**config.mk**
```make
export PLATFORM = sky130hd
export DESIGN_NAME = uart_rx
export DESIGN_NICKNAME = d
export VERILOG_FILES = /design/src/rtl/uart_pkg.sv /design/src/rtl/uart_rx_fifo.sv /design/src/rtl/uart_rx.sv
export SDC_FILE = /design/constraint.sdc
export NUM_CORES = 1
export LEC_CHECK = 0
export ABC_CLOCK_PERIOD_IN_PS = 2500
export CORE_MARGIN = 2
export CORE_UTILIZATION = 54
export DETAILED_ROUTE_END_ITERATION = 12
export MAX_ROUTING_LAYER = met4
export PLACE_DENSITY = 0.77
export RECOVER_POWER = 100
export SETUP_SLACK_MARGIN = 0.02
export SYNTH_ARGS = -nofsm -noshare
export SYNTH_HDL_FRONTEND = slang
export SYNTH_SLANG_ARGS = --single-unit
export TNS_END_PERCENT = 20
```
**constraint.sdc**
```tcl
create_clock -name clock -period 2.5 [get_ports clock]
set_input_delay 0.5 -clock clock [delete_from_list [all_inputs] [get_ports clock]]
set_output_delay 0.5 -clock clock [all_outputs]
set_load 0.02 [all_outputs]
```
**src/rtl/uart_pkg.sv**
```systemverilog
// Shared UART definitions: receiver state encoding, frame width and the
// default baud divider used by both the receiver and the matching transmitter.
package uart_pkg;

    localparam int UART_DATA_BITS            = 8;
    localparam int UART_DEFAULT_CLKS_PER_BIT = 434;

    typedef enum logic [2:0] {
        IDLE  = 3'd0,
        START = 3'd1,
        DATA  = 3'd2,
        STOP  = 3'd3,
        BREAK = 3'd4
    } rx_state_t;

endpackage

```
**src/rtl/uart_rx_fifo.sv**
```systemverilog
// Small synchronous FIFO for received bytes. The head entry is held in its own
// register, so the consumer sees a flop output that only moves on a pop or first push.
module uart_rx_fifo #(
    parameter int DEPTH = 4,
    parameter int WIDTH = 8
) (
    input  logic             clock,
    input  logic             reset,
    input  logic             i_push,
    input  logic [WIDTH-1:0] i_push_data,
    input  logic             i_pop,
    output logic [WIDTH-1:0] o_head,
    output logic             o_empty,
    output logic             o_full
);

    localparam int AW = $clog2(DEPTH);
    localparam int CW = AW + 1;

    logic [WIDTH-1:0] r_mem [DEPTH];
    logic [AW-1:0]    r_rd_ptr;
    logic [AW-1:0]    r_wr_ptr;
    logic [CW-1:0]    r_count;
    logic [WIDTH-1:0] r_head;

    logic             w_pop;
    logic             w_write;
    logic [CW-1:0]    w_remaining;
    logic [AW-1:0]    w_rd_next;

    assign o_empty     = (r_count == '0);
    assign o_full      = (r_count == CW'(DEPTH));
    assign o_head      = r_head;

    // A pop frees a slot in the same cycle, so a full FIFO can still take a push.
    assign w_pop       = i_pop & ~o_empty;
    assign w_write     = i_push & (~o_full | w_pop);
    assign w_remaining = r_count - CW'(w_pop);
    assign w_rd_next   = r_rd_ptr + AW'(1);

    // NOTE: the storage array has no reset; occupancy and pointers alone define
    // which entries are meaningful, and a reset-free array maps onto plain RAM.
    always_ff @(posedge clock) begin
        if (w_write) begin
            r_mem[r_wr_ptr] <= i_push_data;
        end
    end

    always_ff @(posedge clock or negedge reset) begin
        if (!reset) begin
            r_rd_ptr <= '0;
            r_wr_ptr <= '0;
            r_count  <= '0;
            r_head   <= '0;
        end else begin
            if (w_write) begin
                r_wr_ptr <= r_wr_ptr + AW'(1);
            end
            if (w_pop) begin
                r_rd_ptr <= w_rd_next;
            end
            r_count <= r_count + CW'(w_write) - CW'(w_pop);

            // Head bypass: an empty (or emptying) FIFO takes the incoming byte directly.
            if (w_remaining == '0) begin
                if (w_write) begin
                    r_head <= i_push_data;
                end
            end else if (w_pop) begin
                r_head <= r_mem[w_rd_next];
            end
        end
    end

endmodule

```
**src/rtl/uart_rx.sv**
```systemverilog
// 8N1 UART receiver: two-flop input synchronizer, bit-timing FSM sampling at
// bit centres, and a byte FIFO with valid/ready delivery plus error pulses.
module uart_rx
    import uart_pkg::*;
#(
    parameter int CLKS_PER_BIT = UART_DEFAULT_CLKS_PER_BIT,
    parameter int FIFO_DEPTH   = 4
) (
    input  logic       clock,
    input  logic       reset,
    input  logic       rxd,
    output logic [7:0] data,
    output logic       data_valid,
    input  logic       data_ready,
    output logic       frame_err,
    output logic       overrun,
    output logic       busy
);

    localparam int CW = $clog2(CLKS_PER_BIT);
    localparam int IW = $clog2(UART_DATA_BITS);

    localparam logic [CW-1:0] CNT_LAST = CW'(CLKS_PER_BIT - 1);
    localparam logic [CW-1:0] CNT_HALF = CW'(CLKS_PER_BIT / 2 - 1);
    localparam logic [IW-1:0] IDX_LAST = IW'(UART_DATA_BITS - 1);

    logic                      r_rxd_meta;
    logic                      r_rxd_s;
    rx_state_t                 r_state;
    logic [CW-1:0]             r_cnt;
    logic [IW-1:0]             r_idx;
    logic [UART_DATA_BITS-1:0] r_shift;
    logic                      r_frame_err;
    logic                      r_overrun;

    logic                      w_bit_end;
    logic                      w_half_bit;
    logic                      w_stop_sample;
    logic                      w_push;
    logic                      w_pop;
    logic                      w_fifo_empty;
    logic                      w_fifo_full;

    assign w_bit_end     = (r_cnt == CNT_LAST);
    assign w_half_bit    = (r_cnt == CNT_HALF);
    assign w_stop_sample = (r_state == STOP) && w_bit_end;
    assign w_push        = w_stop_sample & r_rxd_s;
    assign w_pop         = data_valid & data_ready;

    // The synchronizer resets to the idle level so release never looks like a start bit.
    // NOTE: every sequential block uses non-blocking assignments so that all
    // flops sample the pre-edge values, independent of block ordering.
    always_ff @(posedge clock or negedge reset) begin
        if (!reset) begin
            r_rxd_meta <= 1'b1;
            r_rxd_s    <= 1'b1;
        end else begin
            r_rxd_meta <= rxd;
            r_rxd_s    <= r_rxd_meta;
        end
    end

    always_ff @(posedge clock or negedge reset) begin
        if (!reset) begin
            r_state <= IDLE;
            r_cnt   <= '0;
            r_idx   <= '0;
            r_shift <= '0;
        end else begin
            case (r_state)
                IDLE: begin
                    r_cnt <= '0;
                    if (!r_rxd_s) begin
                        r_state <= START;
                    end
                end
                START: begin
                    if (w_half_bit) begin
                        r_cnt   <= '0;
                        r_idx   <= '0;
                        r_state <= r_rxd_s ? IDLE : DATA;
                    end else begin
                        r_cnt <= r_cnt + CW'(1);
                    end
                end
                DATA: begin
                    if (w_bit_end) begin
                        r_shift[r_idx] <= r_rxd_s;
                        r_cnt          <= '0;
                        if (r_idx == IDX_LAST) begin
                            r_state <= STOP;
                        end else begin
                            r_idx <= r_idx + IW'(1);
                        end
                    end else begin
                        r_cnt <= r_cnt + CW'(1);
                    end
                end
                STOP: begin
                    if (w_bit_end) begin
                        r_cnt   <= '0;
                        r_state <= r_rxd_s ? IDLE : BREAK;
                    end else begin
                        r_cnt <= r_cnt + CW'(1);
                    end
                end
                // A line held low stays here, so it reports one framing error, not many.
                BREAK: begin
                    r_cnt <= '0;
                    if (r_rxd_s) begin
                        r_state <= IDLE;
                    end
                end
                default: begin
                    r_state <= IDLE;
                    r_cnt   <= '0;
                end
            endcase
        end
    end

    always_ff @(posedge clock or negedge reset) begin
        if (!reset) begin
            r_frame_err <= 1'b0;
            r_overrun   <= 1'b0;
        end else begin
            r_frame_err <= w_stop_sample & ~r_rxd_s;
            r_overrun   <= w_push & w_fifo_full & ~w_pop;
        end
    end

    uart_rx_fifo #(
        .DEPTH (FIFO_DEPTH),
        .WIDTH (UART_DATA_BITS)
    ) u_fifo (
        .clock       (clock),
        .reset       (reset),
        .i_push      (w_push),
        .i_push_data (r_shift),
        .i_pop       (w_pop),
        .o_head      (data),
        .o_empty     (w_fifo_empty),
        .o_full      (w_fifo_full)
    );

    assign data_valid = ~w_fifo_empty;
    assign frame_err  = r_frame_err;
    assign overrun    = r_overrun;
    assign busy       = (r_state != IDLE);

endmodule
```
# --- Word level (Yosys, flattened, before mapping) ---
# Memory sizes are Yosys's and may differ from the RTL's.
# Index checks and enable logic that the tools add are counted.
op_classes:
  magnitude_cmp: 2
  n_bitwise: 12
  mux: 24
  n_reduce_logical: 13
  n_eq_ne: 16
  n_addsub: 7
op_table:
  columns: ["operator", "n"]
  rows:
  - ["two-way mux 3 bit", 10]
  - ["two-way mux 8 bit", 3]
  - ["two-way mux 9 bit", 2]
  - ["case mux 9 bit (2 select lines)", 1]
  - ["case mux 3 bit (5 select lines)", 1]
  - ["inequality test 2 bit (second input constant)", 7]
  - ["adder 9 x 1 -> 9 bit (second input constant)", 1]
  - ["equality test 3 bit (second input constant)", 3]
  - ["equality test 9 x 8 -> 1 bit (second input constant)", 1]
  - ["equality test 9 bit (second input constant)", 1]
  - ["zero test 3 bit", 3]
  - ["bitwise mux 8 bit", 1]
  - ["AND 1 bit", 7]
  - ["equality test 3 x 2 -> 1 bit (second input constant)", 2]
  - ["case mux 3 bit (2 select lines)", 1]
  - ["AND reduction 6 bit", 1]
  - ["subtractor 3 x 1 -> 3 bit", 2]
  - ["adder 2 x 1 -> 2 bit (second input constant)", 2]
  - ["less-than comparator 3 x 4 -> 1 bit (second input constant)", 1]
  - ["NOT 1 bit", 4]
  - ["AND reduction 2 bit", 2]
  - ["AND reduction 4 bit", 1]
  - ["nonzero test 2 bit", 2]
  - ["adder 3 x 1 -> 3 bit", 1]
  - ["other kinds (11)", 14]
word_totals:
  inputBits: 4
  memories: 1
  output_inout_bits: 12
  reg_bits: 42
  wordCells: 87
  ram_bits: 32
mem_list:
  columns: ["name", "depth", "width", "rd", "rd_clocked_by_memory_dff", "wr", "line_no", "rtl"]
  rows:
  - ["u_fifo.r_mem", 4, 8, 1, 0, 1, "uart_rx_fifo.sv:20", "logic [WIDTH-1:0] r_mem [DEPTH];"]

# --- Logic depth before layout (Yosys ltp) ---
logic_depth:
  ltp_word: 8
  mapped_depth: 10
  ltp_nobuf: 10

# --- Modules after synthesis ---
# Synthesis repeated with hierarchy kept, for this count alone.
hier_totals:
  cells_unflattened: 250
  hier_area_um2: 3362.0
modules_own_cells:
  columns: ["mod", "area_each_um2", "instances", "seq_area_each_um2", "cells_each"]
  rows:
  - ["uart_rx_fifo", 2045.7, 1, 1336.3, 128]
  - ["uart_rx", 1316.3, 1, 678.2, 122]

# --- Worst setup path after synthesis ---
# Ideal clock, no wire load.
synth_path:
  path_kind: "register to register"
  startpoint: "reg u_fifo.r_count[2]"
  endpoint: "reg u_fifo.r_head[0], in the netlist u_fifo.o_head[0]"
  period_less_slack_ns: 2.364
  path_stages_with_launch: 8
  n_path_buf: 1
  setup_time_ns: 0.123
  t_arrival_ns: 2.241
  required_time_ns: 2.377
  path_slack_ns: 0.136
  path_cell_list: "dfrtp_1 > o31a_1 > ha_1 > nand2b_1 > or2_2 > or4_1 > buf_2 > o221a_1"
synth_between:
  elab_chain_len: 8
  word_cells_on_any_way: 14
  classes_between: "add/sub: 1; eq/ne: 2; mux: 1; bitwise: 6; reduce/logical: 4"
synth_rtl:
  columns: ["element", "line_no", "rtl"]
  rows:
  - ["from (decl)", "uart_rx_fifo.sv:23", "logic [CW-1:0] r_count;"]
  - ["from (signal assigned)", "uart_rx_fifo.sv:62", "r_count <= r_count + CW'(w_write) - CW'(w_pop);"]
  - ["zero test 3 bit (*)", "uart_rx_fifo.sv:31", "assign o_empty = (r_count == '0);"]
  - ["NOT 1 bit (*)", "uart_rx_fifo.sv:36, uart_rx.sv:146", null]
  - ["AND 1 bit", "uart_rx.sv:48", "assign w_pop = data_valid & data_ready;"]
  - ["AND 1 bit (*)", "uart_rx_fifo.sv:36", "assign w_pop = i_pop & ~o_empty;"]
  - ["named net u_fifo.w_pop", "uart_rx_fifo.sv:26", "logic w_pop;"]
  - ["subtractor 3 x 1 -> 3 bit / OR 1 bit (equally long branches)", "uart_rx_fifo.sv:38, uart_rx_fifo.sv:37", null]
  - ["zero test 3 bit / AND 1 bit (equally long branches)", "uart_rx_fifo.sv:65, uart_rx_fifo.sv:37", null]
  - ["inequality test 2 x 1 -> 1 bit (no source line) / nonzero test 2 bit (equally long branches)", null, null]
  - ["AND reduction 2 bit (no source line)", null, null]
  - ["to (signal assigned)", "uart_rx_fifo.sv:67", "r_head <= i_push_data;"]
  - ["to (signal assigned)", "uart_rx_fifo.sv:70", "r_head <= r_mem[w_rd_next];"]
  - ["to (decl)", "uart_rx_fifo.sv:24", "logic [WIDTH-1:0] r_head;"]
# The timed path passes the listed nets; every way through them passes the cells marked *.
# A chain may end at the register's enable or synchronous reset.

# --- Worst setup path in the final report ---
layout_path:
  startpoint: "reg u_fifo.r_count[2]"
  endpoint: "out data_valid"
layout_between:
  elab_chain_len: 2
layout_rtl:
  columns: ["element", "line_no", "rtl"]
  rows:
  - ["zero test 3 bit", "uart_rx_fifo.sv:31", null]
  - ["NOT 1 bit", "uart_rx.sv:146", "assign data_valid = ~w_fifo_empty;"]
  - ["to (decl)", "uart_rx.sv:13", "output logic data_valid,"]
# Every way passes these cells.

==> impl_metrics.toml <==
[synth]
ys_types = 47
syn-mean-instance-area_um2 = 14.3
yosysWarnings = 0
synth_flop_cell = "dfrtp_1"
synth.yosys.seq_area_share = 0.609
syn_inst = 232
synth_edf_count = 32
synth.ff_latch_count = 74
async_flop_share = 0.568
syn_area_um2 = 3310
synth_nets = 249

[final_layout]
stdcell_area_um2 = 3840
area_growth_pct = 15.9
final_nets = 281
drive_gt1_frac = 0.201
antennaDiodeCount = 0

[global_routing]
first_global_vias = 2002
grt_first_pass_wirelength_um = 9690
grt_max_degree = 43
grt_util_all_layers = 0.205
antenna_found_initial = 0
overflow = 0

[floorplan]
fp.dieH_um = 82.3
die-area_um2 = 6770
die_w_um = 82.3
initial_core_util = 0.559
core_um2 = 5920
rows = 28
io-pin-count = 16

[clocking]
cts-root-buf = "clkbuf_8"
clk_pin_slew_ns = 0.09
clk_path_buf_depth = 2
clk_latency_ns = 0.35
cts_tree = "done"
postCtsHoldBufs = 0
cts_made_buffers = 9
clock_sinks = 74
cts_max_level = 3

[setup_path]
endpoint_kind = "primary output"
start_kind = "register"
arrival_ns = 1.89
crit_fanout = 4
r2r_start = "u_fifo.r_count[0]$_DFF_PN0_"
startpoint = "u_fifo.r_count[2]$_DFF_PN0_"
required_ns = 2.00
worstSetupPathType = "register to primary output"

[drt]
detail-route-antenna-nets = 0
drc_errors = 0
wl_met1_um = 2600
wl_per_cell_um = 17.2
num_vias = 1936
routed.top_layer = "met4"
drtPass1Iterations = 4
met2_length_um = 3100
met3_length_um = 143
drt_iter0_drc = 56
viasPerCell = 5.63
totalWireLength_um = 5900

[sta]
setup_ws_ns = 0.108
hold_slack_ns = 0.283
finalMaxSlewViolations = 0
setup_viol = 0
hold_violations = 0
fmax_ghz = 0.418
finalClockSkew_ns = 0.0137
rsz0062_at_grt = "false"
relSlewSlack = 0.382
period_share = 0.957
worst_slew_pin_slew_ns = 0.927
min_period_ns = 2.39
setup_tns_ns = 0

[place]
post-place-ws_ns = -0.269
gp_congestion = 0.764
dp_hpwl_um = 4070
numPortBuffers = 15
placed_area_um2 = 3630

[run]
maxCapViolations = 0

[power]
p_leak_nw = 1.61
powerDensity_nw_per_um2 = 850
ir_drop_uv = 562

[worst_hold_path]
hp-class = "input pin to async pin"

[status]
status = "finished clean"
-- routing by layer --
metal | vias to the layer above | GRT usage
li1 | 923 | -
met1 | 973 | 0.248
met2 | 31 | 0.341
met3 | 9 | 0.0489
met4 | 0 | 0.0650
met5 | - | -
-- flip-flops by register name, summed over array words and instances, names as in the netlist --
name / count
u_fifo.o_head: 8
r_state: 3
overrun: 1
frame_err: 1
r_cnt: 9
r_rxd_s: 1
u_fifo.r_mem: 32
r_idx: 3
r_shift: 8
u_fifo.r_rd_ptr: 2
u_fifo.r_wr_ptr: 2
r_rxd_meta: 1
u_fifo.r_count: 3
-- cells in the final DEF (no fill, tap or decap), types with 3 or more instances in the layout --
master         instances
nand2b_1               9
nand3_1                4
mux2_2                 9
nor2_1                18
o21ai_0                3
dfrtp_1               40
dlygate4sd3_1         13
mux4_2                 8
clkbuf_1               3
edfxtp_1              32
clkbuf_8               9
nor4b_1                3
inv_1                 11
ha_1                  12
xor2_1                 4
and2_0                 3
xnor2_1                9
buf_4                  6
o221a_1                8
nor3_1                 6
nand2_1                7
nand4_1                3
-- repair_timing --
action	CTS	global route
endpoints found under the setup margin	0	9
buffers inserted	0	0
gates resized for setup	0	2
-- final cells by class --
class	count	area (um^2)
Clock buffer	9	124
Clock inverter	7	101
Fill cell	447	2080
Inverter	11	41.3
Multi-Input combinational cell	140	1220
Sequential cell	74	2010
Tap cell	75	93.8
Timing Repair Buffer	28	241
-- cells in the mapped netlist (all sizes together) (5+ instances only) --
| master | number | share of area |
|---|---|---|
| nand2 | 8 | 0.011 |
| o221a | 8 | 0.027 |
| edfxtp | 32 | 0.29 |
| nand2b | 9 | 0.017 |
| inv | 11 | 0.012 |
| nor2 | 18 | 0.020 |
| mux2 | 9 | 0.031 |
| nor3 | 7 | 0.012 |
| dfrtp | 40 | 0.30 |
| and2 | 5 | 0.0095 |
| xnor2 | 9 | 0.024 |
| mux4 | 8 | 0.054 |
| ha | 12 | 0.045 |
-- kinds of logic after synthesis --
family,count (synthesis),synth area share
buf+inv,18,0.0215
mux,17,0.0851
xor+xnor,13,0.0344
flops,74,0.609
fa+ha+maj,13,0.0514
compound gates,24,0.0696
simple gates,73,0.129
-- per-stage QoR --
stage / util / power [mW] / std cells
after floorplan: - / 1.97 / 232
after global placement: 0.613 / 2.26 / 328
after detailed placement: 0.613 / 2.30 / 328
after CTS: 0.651 / 3.33 / 344
after global routing: 0.648 / 3.42 / 344
final: 0.648 / 3.26 / 344
-- critical path, stage by stage (launching register included) --
cell and delay, ns:
dfrtp_1 0.38, buf_4 0.15, or3_1 0.36, dlygate4sd3_1 0.65
-- path summary, 6_finish.rpt --
check | cells past startpoint | slack [ns] | to
setup / recovery | 3 | 0.11 | data_valid
hold / removal | 1 | 0.28 | u_fifo.o_head[1]$_DFFE_PN0P_
setup reg to reg | 6 | 0.16 | u_fifo.o_head[4]$_DFFE_PN0P_
hold reg to reg | 0 | 0.36 | r_rxd_s$_DFF_PN1_
max in group asynchronous | 1 | 1.63 | r_cnt[7]$_DFF_PN0_
min in group clock | 0 | 0.36 | r_rxd_s$_DFF_PN1_
-- power by group --
part	total (mW)	internal (mW)	switching, mW
Sequential	1.51	1.37	0.138
Combinational	0.719	0.378	0.340
Clock	1.03	0.568	0.464
Total	3.26	2.32	0.943
Power figures use the tool's default switching activity.
